--- config.mk ---
export PLATFORM = sky130hd
export DESIGN_NAME = uart_frame_tx
export DESIGN_NICKNAME = d
export VERILOG_FILES = /design/src/rtl/uart_frame_tx.sv
export SDC_FILE = /design/constraint.sdc
export NUM_CORES = 1
export LEC_CHECK = 0
export CAP_MARGIN = 20
export CELL_PAD_IN_SITES_DETAIL_PLACEMENT = 0
export CELL_PAD_IN_SITES_GLOBAL_PLACEMENT = 1
export CORE_UTILIZATION = 49
export CTS_CLUSTER_DIAMETER = 200
export DETAILED_ROUTE_END_ITERATION = 6
export GPL_TIMING_DRIVEN = 0
export PLACE_DENSITY = 0.83
export SYNTH_ARGS = -nofsm -noshare
export SYNTH_HDL_FRONTEND = slang
export SYNTH_SLANG_ARGS = --single-unit
--- constraint.sdc ---
create_clock -name sys_clk -period 5.1 [get_ports sys_clk]
set_input_delay 1.02 -clock sys_clk [delete_from_list [all_inputs] [get_ports sys_clk]]
set_output_delay 1.02 -clock sys_clk [all_outputs]
set_load 0.005 [all_outputs]
--- src/rtl/uart_frame_tx.sv ---
// Framed 8N1 UART transmitter: sends HDR0, HDR1, LEN, payload[LEN], CHK on tx.
// Define UART_FRAME_TAIL_EN to append 0x0D 0x0A after CHK.
module uart_frame_tx #(
    parameter int          CLK_FREQ = 50_000_000,
    parameter int          BAUD     = 115200,
    parameter int          MAX_LEN  = 64,
    parameter logic [7:0]  HDR0     = 8'hA5,
    parameter logic [7:0]  HDR1     = 8'h5A
) (
    input  logic       sys_clk,
    input  logic       sys_rstn,
    input  logic       s_frame_start,
    input  logic [7:0] s_frame_len,
    input  logic [7:0] s_byte_data,
    input  logic       s_byte_valid,
    output logic       s_byte_ready,
    output logic       m_busy,
    output logic       m_frame_done,
    output logic       tx
);

    localparam int         DIV       = (CLK_FREQ + BAUD / 2) / BAUD;
    localparam int         BW        = (DIV > 1) ? $clog2(DIV) : 1;
    localparam logic [7:0] MAX_LEN_B = 8'(MAX_LEN);

    typedef enum logic [3:0] {
        S_IDLE,
        S_HDR0,
        S_HDR1,
        S_LEN,
        S_PAYLOAD,
        S_CHK,
`ifdef UART_FRAME_TAIL_EN
        S_TAIL0,
        S_TAIL1,
`endif
        S_DONE
    } state_t;

    state_t        state, state_n;
    logic [7:0]    len_q, len_n;
    logic [7:0]    chk_q, chk_n;
    logic [7:0]    cnt_q, cnt_n;
    logic          load;
    logic [7:0]    load_data;

    logic          ser_active;
    logic [3:0]    bit_cnt;
    logic [BW-1:0] baud_cnt;
    logic [8:0]    shreg;
    logic          last_tick;
    logic          ser_free;

    // Serializer can take a new byte on the final stop-bit cycle, so bytes go out gap-free.
    assign last_tick = ser_active && (bit_cnt == 4'd9) && (baud_cnt == BW'(DIV - 1));
    assign ser_free  = !ser_active || last_tick;

    always_ff @(posedge sys_clk or negedge sys_rstn) begin
        if (!sys_rstn) begin
            state <= S_IDLE;
            len_q <= '0;
            chk_q <= '0;
            cnt_q <= '0;
        end else begin
            // NOTE: sequential state uses non-blocking assignments so every register samples pre-edge values.
            state <= state_n;
            len_q <= len_n;
            chk_q <= chk_n;
            cnt_q <= cnt_n;
        end
    end

    always_comb begin
        // NOTE: every output of this block gets a default first, so no path can infer a latch.
        state_n      = state;
        len_n        = len_q;
        chk_n        = chk_q;
        cnt_n        = cnt_q;
        load         = 1'b0;
        load_data    = '0;
        s_byte_ready = 1'b0;
        case (state)
            S_IDLE: begin
                if (s_frame_start) begin
                    len_n     = (s_frame_len > MAX_LEN_B) ? MAX_LEN_B : s_frame_len;
                    chk_n     = '0;
                    cnt_n     = '0;
                    load      = 1'b1;
                    load_data = HDR0;
                    state_n   = S_HDR0;
                end
            end
            S_HDR0: begin
                if (ser_free) begin
                    load      = 1'b1;
                    load_data = HDR1;
                    state_n   = S_HDR1;
                end
            end
            S_HDR1: begin
                if (ser_free) begin
                    load      = 1'b1;
                    load_data = len_q;
                    chk_n     = chk_q + len_q;
                    state_n   = S_LEN;
                end
            end
            S_LEN, S_PAYLOAD: begin
                if (ser_free) begin
                    if (cnt_q != len_q) begin
                        s_byte_ready = 1'b1;
                        state_n      = S_PAYLOAD;
                        if (s_byte_valid) begin
                            load      = 1'b1;
                            load_data = s_byte_data;
                            chk_n     = chk_q + s_byte_data;
                            cnt_n     = cnt_q + 8'd1;
                        end
                    end else begin
                        load      = 1'b1;
                        load_data = chk_q;
                        state_n   = S_CHK;
                    end
                end
            end
`ifdef UART_FRAME_TAIL_EN
            S_CHK: begin
                if (ser_free) begin
                    load      = 1'b1;
                    load_data = 8'h0D;
                    state_n   = S_TAIL0;
                end
            end
            S_TAIL0: begin
                if (ser_free) begin
                    load      = 1'b1;
                    load_data = 8'h0A;
                    state_n   = S_TAIL1;
                end
            end
            S_TAIL1: begin
                if (ser_free) state_n = S_DONE;
            end
`else
            S_CHK: begin
                if (ser_free) state_n = S_DONE;
            end
`endif
            S_DONE:  state_n = S_IDLE;
            default: state_n = S_IDLE;
        endcase
    end

    assign m_busy       = (state != S_IDLE) && (state != S_DONE);
    assign m_frame_done = (state == S_DONE);

    // Shift register holds d0..d7 plus the stop bit; tx is registered so the line never glitches.
    always_ff @(posedge sys_clk or negedge sys_rstn) begin
        if (!sys_rstn) begin
            tx         <= 1'b1;
            ser_active <= 1'b0;
            bit_cnt    <= '0;
            baud_cnt   <= '0;
            shreg      <= '0;
        end else if (load) begin
            tx         <= 1'b0;
            ser_active <= 1'b1;
            bit_cnt    <= '0;
            baud_cnt   <= '0;
            shreg      <= {1'b1, load_data};
        end else if (ser_active) begin
            if (baud_cnt == BW'(DIV - 1)) begin
                baud_cnt <= '0;
                if (bit_cnt == 4'd9) begin
                    ser_active <= 1'b0;
                    bit_cnt    <= '0;
                    tx         <= 1'b1;
                end else begin
                    bit_cnt <= bit_cnt + 4'd1;
                    tx      <= shreg[0];
                    shreg   <= {1'b1, shreg[8:1]};
                end
            end else begin
                baud_cnt <= baud_cnt + BW'(1);
            end
        end
    end

endmodule
; Word-level counts from Yosys, hierarchy flattened
; Cells that the tools add are included.
[totals]
ram_bits = 0
latchBits = 0
memories = 0
register_bits = 52
romBits = 0
[op_classes]
eq_ne = 18
mux = 53
multipliers = 0
n_reduce_logical = 19
addsub = 5
n_lt_le_gt_ge = 1
n_bitwise = 0
shift = 0
div_mod_pow = 0
[ops]
columns = operator, n
row1 = $mux 8, 14
row2 = $mux 9, 7
row3 = $mux 4, 9
row4 = $pmux 8 s4, 1
row5 = $pmux 8 s3, 1
row6 = $pmux 4 s5, 1
row7 = $mux 1, 17
row8 = $add 8x8->8, 2
row9 = $ne 2x2->1 const B, 8
row10 = $pmux 8 s2, 1
row11 = $eq 4x3->1 const B, 3
row12 = $reduce_and 5->1, 2
row13 = $add 9x1->9 const B, 1
row14 = $eq 9x9->1 const B, 1
row15 = $add 8x1->8 const B, 1
row16 = $eq 4x2->1 const B, 2
row17 = $gt 8x7->1 const B, 1
row18 = $ne 8x8->1, 1
row19 = $mux 7, 1
row20 = $reduce_and 6->1, 1
row21 = $reduce_bool 2->1, 3
row22 = $add 4x1->4 const B, 1
row23 = $eq 4x1->1 const B, 1
row24 = $eq 4x4->1 const B, 1
row25 = 11 further kinds, 15

; Logic depth before layout (Yosys ltp)
; Gate-level depths: netlist of the first run.
[logic_depth]
ltp_word = 8
ltp_mapped = 16

; Worst setup path before layout of the first run
; No wires, ideal clock.
[synth_path]
path_kind = register -> register
startpoint = reg state[0]
endpoint = reg chk_q[6]
setup_ps = 122
setup_slack_ps = 2049
arrival_time_ps = 2929
path_stages_with_launch = 17
cell_sequence = dfrtp_1 -> buf_6 -> or2_1 -> buf_6 -> mux2i_4 -> clkbuf_1 -> nand2_1 -> nand2_1 -> ha_1 -> inv_1 -> fa_1 -> nor2b_1 -> o21ai_0 -> a21boi_0 -> o21a_1 -> o21ai_0 -> a32o_1
[synth_between]
elab_chain_cells = 4
word_cells_on_any_way = 13
classes_between = eq/ne (8) / mux (1) / reduce/logical (4)
[synth_rtl]
columns = item, line_no
row1 = "start, declared", 40  ; state_t state, state_n;
row2 = "start signal, assigned", 66  ; state <= state_n;
row3 = $eq 4x2->1 / $eq 4x3->1 (equally long branches), 82  ; case (state)
row4 = $reduce_or 2->1, 82
row5 = $ne 2x2->1 (no line) / $reduce_bool 3->1 (equally long branches), -
row6 = $reduce_and 6->1 (no line), -
row7 = "end signal, assigned", 68  ; chk_q <= chk_n;
row8 = "end, declared", 42  ; logic [7:0] chk_q, chk_n;
; Parallel ways exist; a longest one is shown, timed or not.
; A chain may end at the register's enable or synchronous reset.

; Worst setup path in the final report of the first run
[layout_path]
startpoint = reg state[0]
endpoint = out s_byte_ready
[layout_between]
elab_chain_cells = 3
word_cells_on_any_way = 4
classes_between = eq/ne (2) / mux (1) / reduce/logical (1)
[layout_rtl]
columns = item, line_no
row1 = $eq 4x2->1 / $eq 4x3->1 (equally long branches), 82
row2 = $reduce_or 2->1 (*), 82
row3 = $mux 1 (*), 82
row4 = "end, declared", 16  ; output logic s_byte_ready,
; Every way passes the cells marked *; elsewhere a longest branch is shown, timed or not.

==> results of run 1 <==
## layout make-up
cell class,count,area [µm²]
Buffer,18,111
Clock buffer,5,68.8
Clock inverter,3,28.8
Fill cell,601,2670
Inverter,16,60.1
Multi-Input combinational cell,287,1940
Sequential cell,51,1280
Tap cell,77,96.3
Timing Repair Buffer,24,245
## routing by layer
layer / wire, µm / vias to the layer above / track usage [%]
met1: 3930 / 1390 / 35.1
met5: 0 / - / 0
met2: 4010 / 49 / 42.4
li1: - / 1411 / -
met4: 58 / 0 / 4.47
met3: 296 / 5 / 4.57
## cells by family after synthesis
logic type	count (synthesis)	share of synthesized area (%)
XOR/XNOR	17	4.40
buffers and inverters	34	5.06
multiplexers	20	6.36
AO/OA/AOI/OAI	98	20.2
adder cells (fa/ha/maj)	13	5.03
flip-flops	51	37.7
AND/OR/NAND/NOR	139	21.2
## state kept, by name, summed over array words and instances, names as in the netlist
name / flops
len_q: 8
chk_q: 8
state: 3
tx: 1
cnt_q: 8
shreg: 9
bit_cnt: 4
ser_active: 1
baud_cnt: 9
## worst max-delay path by stage
| stage | startpoint | end | slack [ns] | depth (start not counted) |
|---|---|---|---|---|
| 6_report | state[0] | s_byte_ready | 1.38 | 7 |
| 3_3_place_gp | sys_rstn | cnt_q[2] | 1.39 | 1 |
| 3_5_place_dp | state[0] | chk_q[6] | 1.57 | 16 |
| 5_1_grt | state[0] | s_byte_ready | 1.25 | 7 |
| 2_1_floorplan | state[0] | chk_q[6] | 2.05 | 16 |
| 4_1_cts | state[0] | s_byte_ready | 1.37 | 7 |
## worst max-delay path: stages, from the launching register on
cell             delay (ns)
dfrtp_1                0.39
buf_6                  0.14
or2_1                  0.23
buf_6                  0.14
mux2i_4                0.29
clkbuf_1               0.45
and3_1                 0.25
clkdlybuf4s50_1        0.50
## Yosys cell counts (all sizes together), types with 2 or more instances
cell     n
or3      7
xor2    11
nand3    9
o21ai   17
mux2     2
nor2    30
nand4b   2
clkbuf  11
nand2   48
nand2b   2
a32oi    2
o22ai    7
or4      3
a21o     2
a21oi   21
nor4     3
xnor2    6
ha      12
o22a     3
dfrtp   50
nor3    12
nand3b   3
o211ai   4
and3     7
a221oi   5
mux2i   18
a31oi    8
o31a     2
nor2b    5
inv     16
a211oi   5
a22o    11
buf      7
or2      4
and2     2
o21a     5
## per-stage QoR
step / utilization [%] / instances / area (µm²) / worst slack, ns
floorplan: - / 372 / 3380 / 2.05
global placement: 57.1 / 472 / 3710 / 1.39
detailed placement: 57.4 / 473 / 3730 / 1.57
CTS: 58.9 / 481 / 3820 / 1.37
global route: 58.9 / 481 / 3820 / 1.25
finish: 58.9 / 481 / 3820 / 1.38
## where the power goes
part           total, µW  internal [µW]  switching, µW  leakage [µW]
combinational       54.5           25.2           29.3       0.00105
clock                257            102            155     0.0000502
sequential           412            407           5.04      0.000608
==> summary.md, run 1 <==
| Metric | Value |
|---|---|
| Status | completed |
| DRT Pass-1 Iters | 4 |
| Clock skew | 0.00704 ns |
| Final setup fails | 0 |
| Startpoint Class | register |
| WS Path Type | register to output port |
| Worst R2R End | chk_q[6] |
| Worst-Skew Late Latency | approximately 0.32 ns |
| Clock buffer depth | 2 |
| Initial core utilization | a little over half |
| Die Ht | 85.1 µm |
| Post-synthesis sequential area ratio | 37.7% |
| PwrDens | 189 nW/µm² |
| Reg-to-reg startpoint | state[0] |
| Cells after Synth | ~370 |
| Period utilisation layout | 73.0% |
| Ys async rst share | 100% |
| Hold slack final | 0.496 ns |
| ANT cells | 0 |
| Mapped Nets | 405 |
| Global-route wire length before repair | 14,400 µm |
| Total power | about 720 µW |
| Via Count | between 2,000 and 3,000 |
| Final hold vios | 0 |
| ANT nets after route | 0 |
| Fin crit period | 3.72 ns |
| Post-Route WL | 8300 µm |
| Most common cell after layout, fill and taps aside | dfrtp_1 |
| # DRC | 0 |
| Top cells by area, synth | dfrtp_1 37%, nand2_1 5.3%, mux2i_1 5.0%, ha_1 4.4%, nor2_1 3.3% |
| Drt wl/cell | 17.3 µm |
| Die ar. | 7240 µm² |
| Synth top area share | roughly 37% |
| Worst min-delay path category | register to register |
| H-tree depth | 2 |
| Critical Path RT | roughly 4.1 ns |
| Drt via density | ~6 |
| Most used DFF post-synth | dfrtp_1 |
| Hold_buf cts | 0 |
| Static Leak | roughly 0.0017 µW |
| Normalized max-slew margin | between 20 and 30% |
| Hold Crit Start | shreg[8] |
| Max-cap violation count | 0 |
| Share of layout cells above drive strength 1 | 8.42% |
| Synth Cell Area | roughly 3400 µm² |
| CTS resizes | 0 |
| IO Port Bufs | 23 |
| Worst Hold End | shreg[8] |
| Synth cell types | 62 |
| CTS clock-pin slew for the worst setup and hold paths | 0.10 ns |
| Post-synth EDFFs | 0 |
| RSZ-0062 raised after global routing | no |
| Fin nets | 436 |
| Core area | 6490 µm² |
| Dpl hpwl | 6300 µm |
| Ports | 24 |
| CP Max Fanout | 10 |
| GPL Wtd Cong | 0.825 |
| Commonest cells after routing, fill and taps aside | 50 x dfrtp_1, 48 x nand2_1, 30 x nor2_1 |
| Crit end category | output port |
| Hold path depth | 1 |
| Initial DRC count | about 150 |
| Initial antenna violation count | 0 |
| Mean post-synth cell area | about 9.1 µm² |
| TritonCTS clock tree | done |
| Worst VDD drop | 0.118 mV |
| Largest net degree at the start of global routing | 28 |
| Num Clock Sinks | a little over 50 |
| CTS Root Cell | clkbuf_8 |
| Post-synthesis register bit count | 51 |
| F_max | 269 MHz |
| Post-CTS Setup Bufs | 0 |
| Worst-Margin Slew | around 1.1 ns |
| Reg2Reg Depth | 16 |
| Pins Over Slew Limit | 0 |
| GRT Overall Usage | 25.4% |
| Area growth syn-to-layout | 13.0% |
| Setup Total Neg Slack | 0 ns |
| Core Rows | 29 |
| Top cell type by total area after synthesis | dfrtp_1 |
| Yosys Warn Count | 0 |
| Critical path arrival | 2.70 ns |
| Total congestion overflow | 0 |
| CTS Buf Count | 5 |
| Chip width | approximately 85 µm |
| R2r setup slk | 1.51 ns |
| Vias in the first global route | 2,885 |
No activity file was read; power rests on OpenSTA's default activity.
==> run 2: changes to the inputs <==
CORE_UTILIZATION = 41   (was 49)
PLACE_DENSITY = 0.74   (was 0.83)
clock period = 3.14 ns   (was 5.1 ns; I/O delays follow)
==> summary.md, run 2 (synthesized netlist as in run 1, its figures left out) <==
| Metric | Value |
|---|---|
| Status | completed |
| Finished layout cell area | 3960 µm² (+3.5%) |
| ANT nets after route | 0 (unchanged) |
| CTS clock-pin slew for the worst setup and hold paths | 0.10 ns (about the same) |
| Die Ht | 92.9 µm (+9.1%) |
| DRT Pass-1 Iters | 4 (unchanged) |
| Worst min-delay path category | input port to async pin |
| Worst-Skew Late Latency | 0.31 ns (about the same) |
| Final setup fails | 0 (unchanged) |
| ANT cells | 0 (unchanged) |
| IO Port Bufs | 23 (unchanged) |
| Pins Over Slew Limit | 0 (unchanged) |
| CP Max Fanout | 5 (-5) |
| Clock skew | 0.00464 ns (-0.00240 ns) |
| Critical path's slowest cell | clkdlybuf4s50_1 |
| Num Clock Sinks | 51 (unchanged) |
| Area growth syn-to-layout | 17.0% |
| Combinational share of power | 7.6% (about the same) |
| Reg2Reg Depth | 15 (-1) |
| Non-Filler Instances | 512 (+6.4%) |
| Initial core utilization | 43.1% (-9.0 points) |
| Die ar. | 8620 µm² (+19%) |
| Largest net degree at the start of global routing | 28 (unchanged) |
| Ports | 24 (unchanged) |
| Fin crit period | 2.98 ns |
| Crit path buffers/inverters | 2 (-2) |
| F_max | 336 MHz |
| Place WS | -0.442 ns (-2.02 ns) |
| Worst R2R End | chk_q[6] |
| Initial antenna violation count | 0 (unchanged) |
| # DRC | 0 (unchanged) |
| Flop pwr share | 54.4% (-2.5 points) |
| Static Leak | 0.00177 µW (+3.9%) |
| H-tree depth | 2 (unchanged) |
| Dpl hpwl | 6250 µm (-0.87%) |
| Critical path arrival | 2.35 ns (-0.35 ns) |
| WS Path Type | register to output port |
| Vias in the first global route | 2,813 (-2.5%) |
| Startpoint Class | register |
| Crit end category | output port |
| Initial DRC count | 123 (-17%) |
| GPL Wtd Cong | 0.796 (-3.6%) |
| PwrDens | 311 nW/µm² (+64%) |
| Core Rows | 32 (+10%) |
| Critical-path cell list | inv_1, ha_1, nand4b_1, or2_4, o21ai_4, and3_1, clkdlybuf4s50_1 |
| CTS Root Cell | clkbuf_8 |
| Hold slack final | 0.322 ns (-0.174 ns) |
| Commonest cells after routing, fill and taps aside | 50 x dfrtp_1, 48 x nand2_1, 30 x nor2_1 |
| Crit-path leading delay family | simple AND/OR/NAND/NOR gates |
| Global-route wire length before repair | 14,300 µm (-1.1%) |
| Final hold vios | 0 (unchanged) |
| Normalized max-slew margin | 41.0% (+13 points) |
| TritonCTS clock tree | done |
| Clock network power share | 38.1% (+2.6 points) |
| Placed instance count | 498 (+5.3%) |
| Worst path max stage delay | 0.50 ns (about the same) |
| Core area | 7850 µm² (+21%) |
| Fin nets | 442 (+1.4%) |
| Post-placement cell area | 3760 µm² (+0.84%) |
| Critical Path RT | 2.51 ns (-1.57 ns) |
| R2r setup slk | 0.17 ns (-1.34 ns) |
| Drt via density | 5.63 (-5.1%) |
| Pint | 945 µW (+77%) |
| Via Count | 2,883 (+0.98%) |
| Switching Fraction | 23.3% (-2.9 points) |
| Drt wl/cell | 16.4 µm (-4.8%) |
| Reg-to-reg startpoint | state[0] |
| CTS Buf Count | 5 (unchanged) |
| Post-Route WL | 8420 µm (+1.4%) |
| Most common cell after layout, fill and taps aside | dfrtp_1 |
| Sw Pwr | 286 µW (+51%) |
| Share of layout cells above drive strength 1 | 11.0% (+2.6 points) |
| Fin worst setup slack | 0.164 ns (-1.21 ns) |
| Clock buffer depth | 2 (unchanged) |
| Total congestion overflow | 0 (unchanged) |
| Max-cap violation count | 0 (unchanged) |
| Worst VDD drop | 0.208 mV (+76%) |
| Period utilisation layout | 94.8% |
| RSZ-0062 raised after global routing | no |
| Top flop regs | baud_cnt (9), shreg (9) |
| GRT Overall Usage | 21.1% (-4.3 points) |
| Worst-Margin Slew | 0.873 ns (-0.196 ns) |
| Chip width | 92.9 µm (+9.1%) |
-- run 2: area by class of cell --
cell class	count	area [µm²]
Fill cell	781	3890
Multi-Input combinational cell	287	1970
Sequential cell	51	1280
Timing Repair Buffer	31	298
Tap cell	102	128
Buffer	17	119
Clock buffer	7	76.3
Inverter	16	60.1
Clock inverter	1	30.0
-- run 2: timing repair --
action                                  CTS  global route
hold buffers                              0             0
endpoints found under the setup margin    4             3
resized for setup                         7             7
pin swaps                                 2             1
setup buffers                             3             4
-- run 2: power by group through the flow --
| stage | clock (µW) | combinational, µW | sequential, µW |
|---|---|---|---|
| after CTS | 478 | 95.2 | 670 |
| final | 469 | 93.2 | 669 |
| after floorplan | 0 | 36.6 | 680 |
| after global routing | 502 | 105 | 671 |
| after detailed placement | 0 | 90.3 | 682 |
| after global placement | 0 | 86.9 | 682 |
-- run 2: metal layers --
metal | vias up | global-route usage (%) | wire [µm]
li1 | 1424 | - | -
met1 | 1406 | 28.7 | 3990
met2 | 48 | 35.7 | 4140
met3 | 5 | 2.87 | 252
met4 | 0 | 4.23 | 41
met5 | - | 0 | 0
-- run 2: how the worst max path moves through the flow --
stage	startpoint	endpoint	cells after the start
floorplan	state[0]	chk_q[6]	16
global placement	state[0]	chk_q[6]	16
detailed placement	state[0]	chk_q[6]	16
CTS	state[0]	chk_q[6]	15
global route	state[0]	chk_q[6]	15
finish	baud_cnt[1]	s_byte_ready	7
-- run 2: through the flow --
step	total power, µW	util, %	setup TNS, ns
floorplan	716	-	0
global route	1280	50.4	0
finish	1230	50.4	0
global placement	769	47.7	-14.12
detailed placement	773	47.9	-0.945
CTS	1240	49.7	0
==> run 3: changes to the inputs <==
==> constraint.sdc (replaced) <==
create_clock -name sys_clk -period 3.14 [get_ports sys_clk]
set_input_delay 0.471 -clock sys_clk [delete_from_list [all_inputs] [get_ports sys_clk]]
set_output_delay 0.471 -clock sys_clk [all_outputs]
set_load 0.005 [all_outputs]
==> summary.md, run 3 (synthesized netlist as in run 1, its figures left out) <==
| Metric | Value |
|---|---|
| CP Max Fanout | 6 (+1) |
| WS Path Type | register to output port |
| Drt wl/cell | 16.3 µm (-0.57%) |
| Fillers | 783 (+0.26%) |
| Worst path max stage delay | 0.50 ns (about the same) |
| Crit-path leading delay family | simple AND/OR/NAND/NOR gates |
| Worst-Margin Slew | 0.861 ns (-0.0117 ns) |
| Worst-Skew Late Latency | 0.31 ns (about the same) |
| Critical-path cell list | inv_1, ha_1, nand4b_1, or2_2, o21ai_2, and3_1, clkdlybuf4s50_1 |
| Top flop regs | baud_cnt (9), shreg (9) |
| Share of layout cells above drive strength 1 | 11.2% (+0.22 points) |
| Static Leak | 0.00178 µW (+0.15%) |
| Worst min-delay path category | input port to async pin |
| ANT nets after route | 0 (unchanged) |
| GRT Overall Usage | 20.9% (-0.19 points) |
| Clock network power share | 38.0% (about the same) |
| F_max | 334 MHz (-0.58%) |
| GPL Wtd Cong | 0.796 (unchanged) |
| Post-Route WL | 8390 µm (-0.38%) |
| Fin crit period | 2.99 ns (+0.0173 ns) |
| RSZ-0062 raised after global routing | no |
| Clock skew | 0.00569 ns (+0.00105 ns) |
| Worst VDD drop | 0.208 mV (-0.11%) |
| Final hold vios | 0 (unchanged) |
| Via Count | 2,877 (-0.21%) |
| PwrDens | 312 nW/µm² (+0.27%) |
| Die Ht | 92.9 µm (unchanged) |
| Sw Pwr | 286 µW (about the same) |
| Multi-input gate area | 1960 µm² (-0.51%) |
| Critical Path RT | 2.67 ns (+0.16 ns) |
| Normalized max-slew margin | 41.8% (+0.79 points) |
| CTS Buf Count | 5 (unchanged) |
| Chip width | 92.9 µm (unchanged) |
| Crit path buffers/inverters | 2 (unchanged) |
| Pins Over Slew Limit | 0 (unchanged) |
| Crit end category | output port |
| Drt via density | 5.61 (-0.40%) |
| Hold_buf cts | 0 (unchanged) |
| Fin nets | 443 (+0.23%) |
| Pint | 947 µW (+0.29%) |
| CTS clock-pin slew for the worst setup and hold paths | 0.10 ns (about the same) |
| TritonCTS clock tree | done |
| Ports | 24 (unchanged) |
| Total congestion overflow | 0 (unchanged) |
| Largest net degree at the start of global routing | 28 (unchanged) |
| Final setup fails | 0 (unchanged) |
| Reg-to-reg startpoint | state[0] |
| Critical path's slowest cell | clkdlybuf4s50_1 |
| FF/Latch Area | 1280 µm² (unchanged) |
| R2r setup slk | 0.17 ns (about the same) |
| Flop pwr share | 54.3% (about the same) |
| Initial core utilization | 43.1% (unchanged) |
| Core area | 7850 µm² (unchanged) |
| Max-cap violation count | 0 (unchanged) |
| Placed instance count | 498 (unchanged) |
| IO Port Bufs | 23 (unchanged) |
| Critical path arrival | 2.52 ns (+0.17 ns) |
| Die ar. | 8620 µm² (unchanged) |
| Dpl hpwl | 6250 µm (unchanged) |
| Period utilisation layout | 95.3% (+0.55 points) |
| Most common cell after layout, fill and taps aside | dfrtp_1 |
| Status | completed |
| Core Rows | 32 (unchanged) |
| Global-route wire length before repair | 14,100 µm (-0.92%) |
| Combinational share of power | 7.8% (+0.2 points) |
| ANT cells | 0 (unchanged) |
| Vias in the first global route | 2,804 (-0.32%) |
| Place WS | -0.442 ns (unchanged) |
| Clock buffer depth | 2 (unchanged) |
| Initial antenna violation count | 0 (unchanged) |
| Num Clock Sinks | 51 (unchanged) |
| Area growth syn-to-layout | 16.9% (about the same) |
| DRT Pass-1 Iters | 4 (unchanged) |
| Reg2Reg Depth | 15 (unchanged) |
| Switching Fraction | 23.2% (-0.064 points) |
| Worst R2R End | chk_q[6] |
| Startpoint Class | register |
| Non-Filler Instances | 513 (+0.20%) |
| Initial DRC count | 135 (+9.8%) |
| CTS Root Cell | clkbuf_8 |
| H-tree depth | 2 (unchanged) |
| Commonest cells after routing, fill and taps aside | 50 x dfrtp_1, 48 x nand2_1, 30 x nor2_1 |
| Fin worst setup slack | 0.147 ns (-0.0173 ns) |
| # DRC | 0 (unchanged) |
-- run 3: power groups by stage --
stage          Sequential (µW)  Combinational, µW  Clock (µW)
6_report                   669               95.9         468
3_5_place_dp               682               90.3           0
5_1_grt                    671                107         502
2_1_floorplan              680               36.6           0
3_3_place_gp               682               86.9           0
4_1_cts                    670               90.6         478
-- run 3: final cells by class --
class	instances	share of cell area [%]
multi-input combinational	287	49.6
clock buffer	7	1.93
tap	102	3.23
clock inverter	1	0.759
buffer	17	3.00
inverter	16	1.52
sequential	51	32.3
timing repair buffer	32	7.72
-- run 3: worst max-delay path by stage --
stage                     start           end  cells after the start
finish              baud_cnt[1]  s_byte_ready                      7
global route           state[0]      chk_q[6]                     15
CTS                    len_q[7]  s_byte_ready                      6
detailed placement     state[0]      chk_q[6]                     16
global placement       state[0]      chk_q[6]                     16
floorplan              state[0]      chk_q[6]                     16
-- run 3: metal layers --
layer	track usage (%)	part of all wire [%]	wire, µm
met5	0	0	0
met4	4.23	0.76	64
met3	2.87	2.6	222
met2	35.3	48	4030
met1	28.5	49	4070
-- run 3: per-stage QoR --
step	power, µW	hold slack [ns]	setup TNS [ns]	area (µm²)	utilization (%)
after floorplan	716	0.175	0	3380	-
after detailed placement	773	0.459	-0.945	3760	47.9
after CTS	1240	0.190	0	3880	49.5
final	1230	0.166	0	3960	50.4
after global routing	1280	0.216	0	3960	50.4
after global placement	769	0.463	-6.27	3740	47.7
-- run 3: worst register-to-register path, stage by stage, from the launching register on --
cell and delay (ns):
dfrtp_1 0.39, buf_6 0.14, or2_1 0.23, buf_6 0.14
mux2_4 0.34, nand2_1 0.09, nand2_1 0.05, ha_1 0.19
inv_1 0.07, fa_2 0.21, nor2b_1 0.06, o21ai_2 0.15
a21boi_2 0.09, o21a_1 0.18, or3_1 0.30, a32o_1 0.25
-- run 3: what timing repair did --
action	4_1_cts	5_1_grt
endpoints found under the setup margin	4	3
pin swaps	0	2
gates resized for setup	6	6
buffers inserted	1	7
